`config.mk`:
```
export PLATFORM = sky130hd
export DESIGN_NAME = axi_lite_regfile
export DESIGN_NICKNAME = d
export VERILOG_FILES = /design/src/rtl/axi_lite_regfile.sv
export SDC_FILE = /design/constraint.sdc
export NUM_CORES = 1
export LEC_CHECK = 0
export ABC_AREA = 0
export BUFFER_PORTS_ARGS = -buffer_cell sky130_fd_sc_hd__buf_2
export CORE_MARGIN = 1
export CORE_UTILIZATION = 56
export CTS_CLUSTER_DIAMETER = 40
export CTS_CLUSTER_SIZE = 14
export DETAILED_ROUTE_END_ITERATION = 7
export HOLD_SLACK_MARGIN = 0.03
export PLACE_DENSITY_LB_ADDON = 0.2
export SYNTH_ARGS = -nofsm -noshare
export SYNTH_HDL_FRONTEND = slang
export SYNTH_SLANG_ARGS = --single-unit
```
`constraint.sdc`:
```
create_clock -name aclk -period 14.15 [get_ports aclk]
set_input_delay 0.7075 -clock aclk [delete_from_list [all_inputs] [get_ports aclk]]
set_output_delay 0.7075 -clock aclk [all_outputs]
set_load 0.1 [all_outputs]
```
`src/rtl/axi_lite_regfile.sv`:
```
// axi_lite_regfile
//   AXI4-Lite slave exposing NUM_REGS read/write 32-bit registers.
//   Write address and write data are accepted independently; the write
//   commits on the edge where both halves are available, and the response
//   is presented from the following cycle. Reads take one cycle from the
//   address handshake, and a read never stalls behind a write.
//
// Build option:
//   AXI_LITE_REGFILE_MULT_EN - adds a two-stage 32x32 unsigned multiplier
//   (reg0 * reg1) readable at word index NUM_REGS (low word) and
//   NUM_REGS+1 (high word). Without it those indices are unmapped.
//
// Ports:
//   aclk, areset            clock, asynchronous active-high reset
//   s_axi_aw*/w*/b*         AXI4-Lite write address / data / response
//   s_axi_ar*/r*            AXI4-Lite read address / data
//   regs_out                flattened register contents, reg i at [32*i +: 32]
//   wr_pulse                bit i pulses for one cycle after reg i is written

module axi_lite_regfile #(
  parameter int NUM_REGS  = 4,
  parameter int ADDR_BITS = 8
) (
  input  logic                   aclk,
  input  logic                   areset,
  input  logic [31:0]            s_axi_awaddr,
  input  logic                   s_axi_awvalid,
  output logic                   s_axi_awready,
  input  logic [31:0]            s_axi_wdata,
  input  logic [3:0]             s_axi_wstrb,
  input  logic                   s_axi_wvalid,
  output logic                   s_axi_wready,
  output logic [1:0]             s_axi_bresp,
  output logic                   s_axi_bvalid,
  input  logic                   s_axi_bready,
  input  logic [31:0]            s_axi_araddr,
  input  logic                   s_axi_arvalid,
  output logic                   s_axi_arready,
  output logic [31:0]            s_axi_rdata,
  output logic [1:0]             s_axi_rresp,
  output logic                   s_axi_rvalid,
  input  logic                   s_axi_rready,
  output logic [NUM_REGS*32-1:0] regs_out,
  output logic [NUM_REGS-1:0]    wr_pulse
);

  localparam int IDX_BITS = ADDR_BITS - 2;
  localparam logic [IDX_BITS:0] NUM_REGS_IDX = (IDX_BITS+1)'(NUM_REGS);
  localparam logic [1:0] RESP_OKAY   = 2'b00;
  localparam logic [1:0] RESP_SLVERR = 2'b10;

  typedef enum logic {W_IDLE = 1'b0, W_RESP = 1'b1} w_state_t;
  typedef enum logic {R_IDLE = 1'b0, R_DATA = 1'b1} r_state_t;

  // ---------------------------------------------------------------- write
  w_state_t              w_state_reg, w_state_next;
  logic                  aw_held_reg;
  logic [IDX_BITS-1:0]   aw_idx_reg;
  logic                  w_held_reg;
  logic [31:0]           wdata_reg;
  logic [3:0]            wstrb_reg;
  logic [1:0]            bresp_reg;
  logic [NUM_REGS-1:0]   wr_pulse_reg;
  logic [31:0]           regs_reg [NUM_REGS];

  logic                  aw_hs, w_hs, wr_commit, wr_hit;
  logic [IDX_BITS-1:0]   wr_idx;
  logic [31:0]           wr_data;
  logic [3:0]            wr_strb;
  logic [NUM_REGS-1:0]   wr_sel;

  always_ff @(posedge aclk or posedge areset) begin
    if (areset) w_state_reg <= W_IDLE;
    else        w_state_reg <= w_state_next;
  end

  always_comb begin
    w_state_next = w_state_reg;
    case (w_state_reg)
      W_IDLE:  if (wr_commit) w_state_next = W_RESP;
      W_RESP:  if (s_axi_bready) w_state_next = W_IDLE;
      default: w_state_next = W_IDLE;
    endcase
  end

  always_comb begin
    s_axi_awready = 1'b0;
    s_axi_wready  = 1'b0;
    s_axi_bvalid  = 1'b0;
    case (w_state_reg)
      W_IDLE: begin
        s_axi_awready = !aw_held_reg;
        s_axi_wready  = !w_held_reg;
      end
      W_RESP:  s_axi_bvalid = 1'b1;
      default: ;
    endcase
  end

  assign aw_hs = s_axi_awvalid & s_axi_awready;
  assign w_hs  = s_axi_wvalid & s_axi_wready;

  // A half arriving this cycle is used directly, so a write whose second
  // half handshakes on edge N commits on edge N and responds right after.
  assign wr_idx    = aw_held_reg ? aw_idx_reg : s_axi_awaddr[ADDR_BITS-1:2];
  assign wr_data   = w_held_reg ? wdata_reg : s_axi_wdata;
  assign wr_strb   = w_held_reg ? wstrb_reg : s_axi_wstrb;
  assign wr_commit = (w_state_reg == W_IDLE) & (aw_held_reg | aw_hs) & (w_held_reg | w_hs);
  assign wr_hit    = wr_commit & ({1'b0, wr_idx} < NUM_REGS_IDX);

  always_ff @(posedge aclk or posedge areset) begin
    if (areset) begin
      aw_held_reg <= 1'b0;
      aw_idx_reg  <= '0;
      w_held_reg  <= 1'b0;
      wdata_reg   <= '0;
      wstrb_reg   <= '0;
      bresp_reg   <= RESP_OKAY;
    end else if (wr_commit) begin
      aw_held_reg <= 1'b0;
      w_held_reg  <= 1'b0;
      bresp_reg   <= wr_hit ? RESP_OKAY : RESP_SLVERR;
    end else begin
      if (aw_hs) begin
        aw_held_reg <= 1'b1;
        aw_idx_reg  <= s_axi_awaddr[ADDR_BITS-1:2];
      end
      if (w_hs) begin
        w_held_reg <= 1'b1;
        wdata_reg  <= s_axi_wdata;
        wstrb_reg  <= s_axi_wstrb;
      end
    end
  end

  for (genvar gi = 0; gi < NUM_REGS; gi++) begin : g_reg
    assign wr_sel[gi] = wr_hit & (wr_idx == IDX_BITS'(gi));
    assign regs_out[32*gi +: 32] = regs_reg[gi];
  end

  always_ff @(posedge aclk or posedge areset) begin
    if (areset) begin
      for (int i = 0; i < NUM_REGS; i++) regs_reg[i] <= '0;
      wr_pulse_reg <= '0;
    end else begin
      wr_pulse_reg <= wr_sel;
      for (int i = 0; i < NUM_REGS; i++)
        if (wr_sel[i])
          for (int k = 0; k < 4; k++)
            if (wr_strb[k]) regs_reg[i][8*k +: 8] <= wr_data[8*k +: 8];
    end
  end

  assign s_axi_bresp = bresp_reg;
  assign wr_pulse    = wr_pulse_reg;

  // ------------------------------------------------------------ multiplier
`ifdef AXI_LITE_REGFILE_MULT_EN
  localparam logic [IDX_BITS:0] PROD_LO_IDX = (IDX_BITS+1)'(NUM_REGS);
  localparam logic [IDX_BITS:0] PROD_HI_IDX = (IDX_BITS+1)'(NUM_REGS + 1);
  logic [63:0] prod_s1_reg, prod_s2_reg;
  logic [31:0] mult_b;

  if (NUM_REGS > 1) begin : g_mult_b
    assign mult_b = regs_reg[1];
  end else begin : g_mult_b_zero
    assign mult_b = '0;
  end

  always_ff @(posedge aclk or posedge areset) begin
    if (areset) begin
      prod_s1_reg <= '0;
      prod_s2_reg <= '0;
    end else begin
      prod_s1_reg <= {32'b0, regs_reg[0]} * {32'b0, mult_b};
      prod_s2_reg <= prod_s1_reg;
    end
  end
`endif

  // ----------------------------------------------------------------- read
  r_state_t            r_state_reg, r_state_next;
  logic [31:0]         rdata_reg;
  logic [1:0]          rresp_reg;
  logic                ar_hs, rd_ok;
  logic [IDX_BITS:0]   rd_idx;
  logic [31:0]         rd_value;

  always_ff @(posedge aclk or posedge areset) begin
    if (areset) r_state_reg <= R_IDLE;
    else        r_state_reg <= r_state_next;
  end

  always_comb begin
    r_state_next = r_state_reg;
    case (r_state_reg)
      R_IDLE:  if (s_axi_arvalid) r_state_next = R_DATA;
      R_DATA:  if (s_axi_rready) r_state_next = R_IDLE;
      default: r_state_next = R_IDLE;
    endcase
  end

  always_comb begin
    s_axi_arready = 1'b0;
    s_axi_rvalid  = 1'b0;
    case (r_state_reg)
      R_IDLE:  s_axi_arready = 1'b1;
      R_DATA:  s_axi_rvalid  = 1'b1;
      default: ;
    endcase
  end

  assign ar_hs  = s_axi_arvalid & s_axi_arready;
  assign rd_idx = {1'b0, s_axi_araddr[ADDR_BITS-1:2]};

  // Registers are sampled before this edge's write lands, so a colliding
  // read returns the pre-write value.
  always_comb begin
    rd_value = '0;
    rd_ok    = 1'b0;
    for (int i = 0; i < NUM_REGS; i++) begin
      if (rd_idx == (IDX_BITS+1)'(i)) begin
        rd_value = regs_reg[i];
        rd_ok    = 1'b1;
      end
    end
`ifdef AXI_LITE_REGFILE_MULT_EN
    if (rd_idx == PROD_LO_IDX) begin
      rd_value = prod_s2_reg[31:0];
      rd_ok    = 1'b1;
    end
    if (rd_idx == PROD_HI_IDX) begin
      rd_value = prod_s2_reg[63:32];
      rd_ok    = 1'b1;
    end
`endif
  end

  always_ff @(posedge aclk or posedge areset) begin
    if (areset) begin
      rdata_reg <= '0;
      rresp_reg <= RESP_OKAY;
    end else if (ar_hs) begin
      rdata_reg <= rd_value;
      rresp_reg <= rd_ok ? RESP_OKAY : RESP_SLVERR;
    end
  end

  assign s_axi_rdata = rdata_reg;
  assign s_axi_rresp = rresp_reg;

  // Address bits outside the word index are intentionally ignored.
  logic unused_addr_bits;
  assign unused_addr_bits = ^{s_axi_awaddr[31:ADDR_BITS], s_axi_awaddr[1:0],
                              s_axi_araddr[31:ADDR_BITS], s_axi_araddr[1:0]};

endmodule
```
# --- Yosys cells after proc, flatten, opt, wreduce, memory -nomap -nowiden ---
# Cells that the tools add are included.
op_classes:
  n_lt_le_gt_ge: 1
  n_eq_ne: 6
  mux: 28
  bitwise_logic: 15
  n_reduce_logical: 24
op_table:
  columns: ["op", "n"]
  rows:
  - ["$mux W32", 5]
  - ["$reduce_and A2 Y1", 18]
  - ["$eq A6 B2 Y1 const B", 4]
  - ["$mux W1", 17]
  - ["$eq A6 B1 Y1 const B", 2]
  - ["$and A1 B1 Y1", 10]
  - ["$logic_not A7 Y1", 1]
  - ["$logic_not A6 Y1", 1]
  - ["$lt A6 B3 Y1 const B", 1]
  - ["$mux W6", 1]
  - ["$mux W2", 2]
  - ["$mux W4", 1]
  - ["$pmux W1 S2", 2]
  - ["$reduce_bool A2 Y1", 2]
  - ["$not A1 Y1", 3]
  - ["$logic_not A1 Y1", 2]
  - ["$or A1 B1 Y1", 2]
totals:
  ff_bits: 214
  inputBits: 107
  out_inout_bits: 173

# --- Depth between registers and ports, before layout ---
# Gate-level depths: netlist of run 1.
depth:
  ltp_word: 9
  ltp_mapped: 7
  ltp_nobuf: 4

# --- Least setup slack after synthesis of run 1 ---
# No wires, ideal clock.
synth_path:
  kind: "flip-flop to output port"
  startpoint: "reg w_state_reg"
  endpoint: "out s_axi_awready"
  t_arrival_ps: 2210
  slack_ps: 11232
  stages_incl_launch_ff: 2
  n_path_buf: 0
  cell_sequence: "dfrtp_1 -> nor2_1"
synth_between:
  elab_chain_cells: 1
synth_rtl:
  columns: ["element", "line_no", "rtl"]
  rows:
  - ["from (decl)", "56", "w_state_t w_state_reg, w_state_next;"]
  - ["from (signal assigned)", "74", "else w_state_reg <= w_state_next;"]
  - ["$mux W1", "90", "case (w_state_reg)"]
  - ["to (decl)", "28", "output logic s_axi_awready,"]
# No other way between the ends.

# --- Worst setup path after layout of run 1 ---
layout_path:
  startpoint: "reg aw_held_reg"
  endpoint: "reg regs_reg (netlist bit regs_out[50])"
layout_between:
  elab_chain_cells: 9
  elab_cells_between_ends: 12
  cone_classes: "order compare: 1; eq/ne: 1; mux: 2; bitwise: 6; reduce/logical: 2"
layout_rtl:
  columns: ["element", "line_no", "rtl"]
  rows:
  - ["from (decl)", "57", "logic aw_held_reg;"]
  - ["from (signal assigned)", "113", "aw_held_reg <= 1'b0;"]
  - ["from (signal assigned)", "120", "aw_held_reg <= 1'b0;"]
  - ["from (signal assigned)", "125", "aw_held_reg <= 1'b1;"]
  - ["$logic_not A1 Y1", "92", "s_axi_awready = !aw_held_reg;"]
  - ["$mux W1", "90", null]
  - ["$and A1 B1 Y1", "100", "assign aw_hs = s_axi_awvalid & s_axi_awready;"]
  - ["$or A1 B1 Y1", "108", "assign wr_commit = (w_state_reg == W_IDLE) & (aw_held_reg | aw_hs) & (w_held_reg | w_hs);"]
  - ["$and A1 B1 Y1 (2 in series)", "108", null]
  - ["$and A1 B1 Y1", "109", "assign wr_hit = wr_commit & ({1'b0, wr_idx} < NUM_REGS_IDX);"]
  - ["$and A1 B1 Y1 (*)", "137", "assign wr_sel[gi] = wr_hit & (wr_idx == IDX_BITS'(gi));"]
  - ["$reduce_and A2 Y1 (no line) (*)", null, null]
  - ["to (signal, indexed assignment)", "150", "if (wr_strb[k]) regs_reg[i][8*k +: 8] <= wr_data[8*k +: 8];"]
  - ["to (decl)", "64", "logic [31:0] regs_reg [NUM_REGS];"]
# Mark *: on every way between the ends. The rest lies on a longest branch, timed or not.
# A chain may end at the register's enable or synchronous reset.

==> run summary, run 1 <==
* completed — run status
* 14.6 um2 — average cell area after synthesis
* 346 — 1st-iter DRT viols
* 1.18 ns — Tightest Pin Transition
* 280 — count of boundary I/O pins
* 11800 um2 — total non-filler cell area in the finished layout
* 131 um — Die Ht
* 0 — overflow left after global routing
* 0 — Post-CTS Setup Inserts
* 72.9% — utilization after layout
* 16.0 mm — HPWL after DPL
* 0 — number of synthesized flops with an enable pin
* 11.11 ns — Setup WS pre-CTS
* 0 — max-slew violation count
* clkbuf_16 — Clock Root Buffer
* 0 — final hold violation count
* 1112 — final-layout fill cell count
* 17300 um2 — overall die area
* 11.38 ns — FF-to-FF setup slack
* 0.61 ns — largest stage delay on the critical path
* 5.91 — routed via count divided by cell count
* 56.6% — register area share after synthesis
* nor3_1 > a22o_1 > nand3_1 > mux2_2 — cell breakdown of the critical path
* 11.38 ns — min setup slack post-route
* 0 — hold buffer count at CTS
* 980 — number of nets in the finished design
* 58.8% — share of layout cells above drive strength 1
* 25.2 mm — final WL
* 642 — post-synthesis cell count
* 212 — Clock Sink Count
* multiplexers — largest family of logic cells by synthesized area
* 10700 um2 — instance area after placement
* 51.9% — GRT met2 Usage
* regs_out[50] — endpoint of the most critical register-to-register path
* 0 — Finish-stage setup viols
* 16100 um2 — Floorplan Core Area
* met2 — layer carrying the most global-route usage
* 19.6% — share of the cycle needed by the critical path after routing
* 0 — cts repair resizes
* 40.0 mm — first-pass GRT wire length
* register — CP startpoint kind
* 0.54 ns — source-to-sink clock delay at the later pin of the worst-skew pair
* buf_2 — most common cell after layout, fill and taps aside
* 4 — count of TritonRoute iterations in the first routing pass
* 0.361 GHz — maximum achievable frequency
* 6.96% — Compound-Gate Fraction of Synth Area
* 36.0% — global-route met1 utilization
* 29.7% — global-route usage over all layers
* 1 — Clock H-tree levels
* 46 — number of placement rows
* 100% — share of flip-flops with an asynchronous set or reset after synthesis
* 0 — Crit path buffers/inverters
* simple AND/OR/NAND/NOR gates — dominant delay contributor by cell family on the critical path
* a22o_1 — Max stage delay cell, worst path
* reg2reg — Crit Path Class
* 131 um — die outline width
* yes — clock tree from TritonCTS
* false — setup repair after global routing missed its margin
* 22.6 um — per-cell routed wire length
* 0.0195 ns — Post-Route Skew
* 4 — number of cells on the worst reg-to-reg path
* in2async — class of the most critical hold timing path
* 0 — Ant. Diodes
* 212 — number of register bits inferred by synthesis
* 31 — number of buffers added by the clock tree synthesis step
* aw_held_reg — Critical R2R Launch
* 0 — number of synthesis warnings
* 36 — number of distinct standard cells referenced by the synthesized netlist
* 0.820 — placer congestion estimate
* 15 — largest fanout on the critical path
* 0 — maximum capacitance violations
* 7.25% — M3 GR Usage
* 6577 — total via count after detailed routing
* 29.8% — multiplexer fraction of the synthesized cell area
* 0% — post-synthesis adder-cell area fraction
* 225 — number of buffers inserted by port buffering
* 58.2% — initial core utilization
* 25.4% — P&R area growth vs syn
* 0 ns — sum of negative setup slack
* 129 — maximum number of pins on one net before global-route repair
* 3.18 ns — Arr. time, crit path
* buf_2 (225), dfrtp_1 (211), mux2_2 (199) — top library cells by usage in the layout, fill and taps aside
* 2.77 ns — final period demand of the worst path
* register — CP endpoint kind
* 0 — final antenna-violating net count
* 7221 — via count of the first global-routing pass
* 0.06 ns — clock transition time at the flip-flop clock pins of the worst setup and hold paths
* 0% — Synth Area in XOR/XNOR
* 0 — number of remaining DRC errors
* 14.56 ns — required arrival time at the worst endpoint
* 20.8% — worst slew slack as a fraction of its limit
* 0 — antenna violations before repair
* 9370 um2 — Cell Area, Synth
* 4.67% — simple-gate share of the synthesized area
* 3 — buffer depth of the longest clock path
* 128 — max FFs per register
* dfrtp_1 — Main synth FF type
[final cells by class]
| type | instances | area (um2) | share of cell area [%] |
|---|---|---|---|
| Clock buffer | 34 | 817 | 6.95 |
| Clock inverter | 23 | 251 | 2.14 |
| Inverter | 6 | 30.0 | 0.256 |
| Multi-Input combinational cell | 391 | 3900 | 33.2 |
| Sequential cell | 212 | 5310 | 45.2 |
| Tap cell | 216 | 270 | 2.30 |
| Timing Repair Buffer | 231 | 1170 | 9.97 |
[cells by family (layout without fill, tap and decap cells)]
| logic type | after synthesis | count (layout) |
|---|---|---|
| multiplexers | 237 | 237 |
| flip-flops | 212 | 212 |
| AND/OR/NAND/NOR | 67 | 67 |
| buffers and inverters | 40 | 294 |
| AO/OA/AOI/OAI | 85 | 85 |
| other | 1 | 2 |
[cells in the mapped netlist, drive strengths merged, types with 4 or more instances]
master / n / area (um2)
dfrtp: 212 / 5310
o2bb2ai: 19 / 166
buf: 21 / 106
a22oi: 20 / 155
nand2: 24 / 90.1
mux4: 13 / 293
clkbuf: 13 / 48.8
inv: 6 / 22.5
and3: 4 / 25.0
nor3b: 8 / 125
o21ai: 22 / 110
mux2i: 19 / 190
nand3: 13 / 105
a22o: 14 / 123
nor2: 8 / 30.0
mux2: 205 / 2310
[stage by stage]
stage          hold WS (ns)  instances
6_report              0.319       1113
3_5_place_dp          0.467       1056
5_1_grt               0.364       1113
2_1_floorplan         0.474        643
3_3_place_gp          0.459       1056
4_1_cts               0.357       1113
[metal layers]
metal  part of all wire (%)  vias up
met5                      0        -
met3                    7.3       44
met1                     40     3419
met2                     50      249
li1                       -     2865
met4                    2.2        0
[worst max-delay path by stage]
stage                          from         endpoint  cells after the start
detailed placement  s_axi_araddr[7]  s_axi_rdata[16]                      6
global route            aw_held_reg     regs_out[53]                      4
CTS                     aw_held_reg     regs_out[50]                      4
finish                  aw_held_reg     regs_out[50]                      4
global placement    s_axi_araddr[2]  s_axi_rdata[14]                      6
floorplan                    areset      aw_held_reg                      1
Power of run 1 is not shown: default switching activity piles up to over one toggle a cycle in this logic, so the estimate is an artifact.
==> inputs of run 2 (changes only) <==
CORE_UTILIZATION = 47   (was 56)
clock period = 2.3 ns   (was 14.15 ns; I/O delays follow)
==> run 2 against run 1 <==
Against the previous run: sequential cell count stayed put; setup slack lost 11 ns; worst hold slack worse by 0.12 ns; first-iteration DRC count is 42% lower; via count grew 2.7%; non-clock buffer count is 69 higher; critical endpoint is now regs_out[116]; largest cell class unchanged.
==> run summary, run 2 (synthesis gave the netlist of run 1 again) <==
* 96.1% — share of the cycle needed by the critical path after routing
* s_axi_arvalid — hold_sp
* 31 — number of buffers added by the clock tree synthesis step
* clkbuf_16 — Clock Root Buffer
* 0.0135 ns — Post-Route Skew
* 0.09 ns — FF-to-FF setup slack
* 0 — Ant. Diodes
* 64.4% — utilization after layout
* 7080 — via count of the first global-routing pass
* 0.05 ns — clock transition time at the flip-flop clock pins of the worst setup and hold paths
* 48.0% — initial core utilization
* buf_2 — most common cell after layout, fill and taps aside
* 0 — max-slew violation count
* 200 — 1st-iter DRT viols
* regs_out[116] — endpoint of the most critical register-to-register path
* 0.53 ns — source-to-sink clock delay at the later pin of the worst-skew pair
* register — CP startpoint kind
* 0 — number of remaining DRC errors
* 19500 um2 — Floorplan Core Area
* 0 — Finish-stage setup viols
* 2.61 ns — Arr. time, crit path
* 96 — maximum number of pins on one net before global-route repair
* 0 — antenna violations before repair
* 0 — overflow left after global routing
* 21.1 um — per-cell routed wire length
* w_held_reg — Critical R2R Launch
* buf_2 (225), dfrtp_1 (211), mux2_2 (199) — top library cells by usage in the layout, fill and taps aside
* 1049 — number of nets in the finished design
* 0 — Post-CTS Setup Inserts
* 26.0 mm — final WL
* 1 — Clock H-tree levels
* reg2reg — Crit Path Class
* 143 um — die outline width
* 0.813 — placer congestion estimate
* true — setup repair after global routing missed its margin
* 14 — largest fanout on the critical path
* 280 — count of boundary I/O pins
* 0 — maximum capacitance violations
* 39.4 mm — first-pass GRT wire length
* 4 — count of TritonRoute iterations in the first routing pass
* 0.452 GHz — maximum achievable frequency
* s_axi_rresp[1] — Worst Hold End
* 128 — max FFs per register
* 0 — final hold violation count
* 4 — number of cells on the worst hold path
* 4 — number of cells on the worst reg-to-reg path
* yes — clock tree from TritonCTS
* 17.5 mm — HPWL after DPL
* 225 — number of buffers inserted by port buffering
* 2.21 ns — final period demand of the worst path
* 25.5% — global-route usage over all layers
* in2reg — class of the most critical hold timing path
* 212 — Clock Sink Count
* 3 — buffer depth of the longest clock path
* 143 um — Die Ht
* 51 — number of placement rows
* 34.1% — P&R area growth vs syn
* 1.25 ns — Tightest Pin Transition
* 6755 — total via count after detailed routing
* 2.70 ns — required arrival time at the worst endpoint
* 56.1% — share of layout cells above drive strength 1
* 16.5% — worst slew slack as a fraction of its limit
* register — CP endpoint kind
* 0 — final antenna-violating net count
* 5.50 — routed via count divided by cell count
* 20500 um2 — overall die area
* completed — run status
run 2: timing repair:
item                       in CTS  in global routing
setup endpoints to repair       0                  8
hold buffers                   48                  0
hold endpoints to repair      349                  0
resized for setup               0                  0
run 2: routing by layer:
layer | up-vias | share of wire [%] | GRT usage (%)
li1 | 2994 | - | -
met1 | 3446 | 42 | 32.8
met2 | 266 | 48 | 43.0
met3 | 49 | 8.2 | 5.94
met4 | 0 | 1.8 | 7.36
met5 | - | 0 | 0
run 2: layout make-up:
type | instances | area (um2)
Clock inverter | 14 | 253
Fill cell | 1485 | 6960
Tap cell | 265 | 332
Inverter | 6 | 26.3
Sequential cell | 212 | 5310
Timing Repair Buffer | 300 | 1900
Clock buffer | 41 | 843
Multi-Input combinational cell | 391 | 3910
run 2: per-stage QoR:
stage          setup slack, ns  area (um2)  cells  hold slack, ns  setup TNS (ns)
2_1_floorplan           -0.571        9380    643           0.211         -127.89
3_3_place_gp            0.0862       11000   1126           0.291               0
3_5_place_dp            0.0752       11000   1126           0.288               0
4_1_cts                 0.0647       12600   1229           0.179               0
5_1_grt                -0.0495       12600   1229           0.219          -0.365
6_report                0.0893       12600   1229           0.201               0
run 2: how the worst max path moves through the flow:
stage | slack, ns | start | endpoint
2_1_floorplan | -0.57 | areset | aw_held_reg
3_3_place_gp | 0.09 | w_held_reg | regs_out[113]
3_5_place_dp | 0.08 | w_held_reg | regs_out[116]
4_1_cts | 0.06 | w_held_reg | regs_out[116]
5_1_grt | -0.05 | w_held_reg | regs_out[116]
6_report | 0.09 | w_held_reg | regs_out[116]
run 2: critical path, stage by stage, from the launching register on:
cell,delay (ns)
dfrtp_2,0.62
o21bai_4,0.19
a211oi_2,0.46
nand3_2,0.41
mux2_2,0.40
Power of run 2 is left out for the same reason.
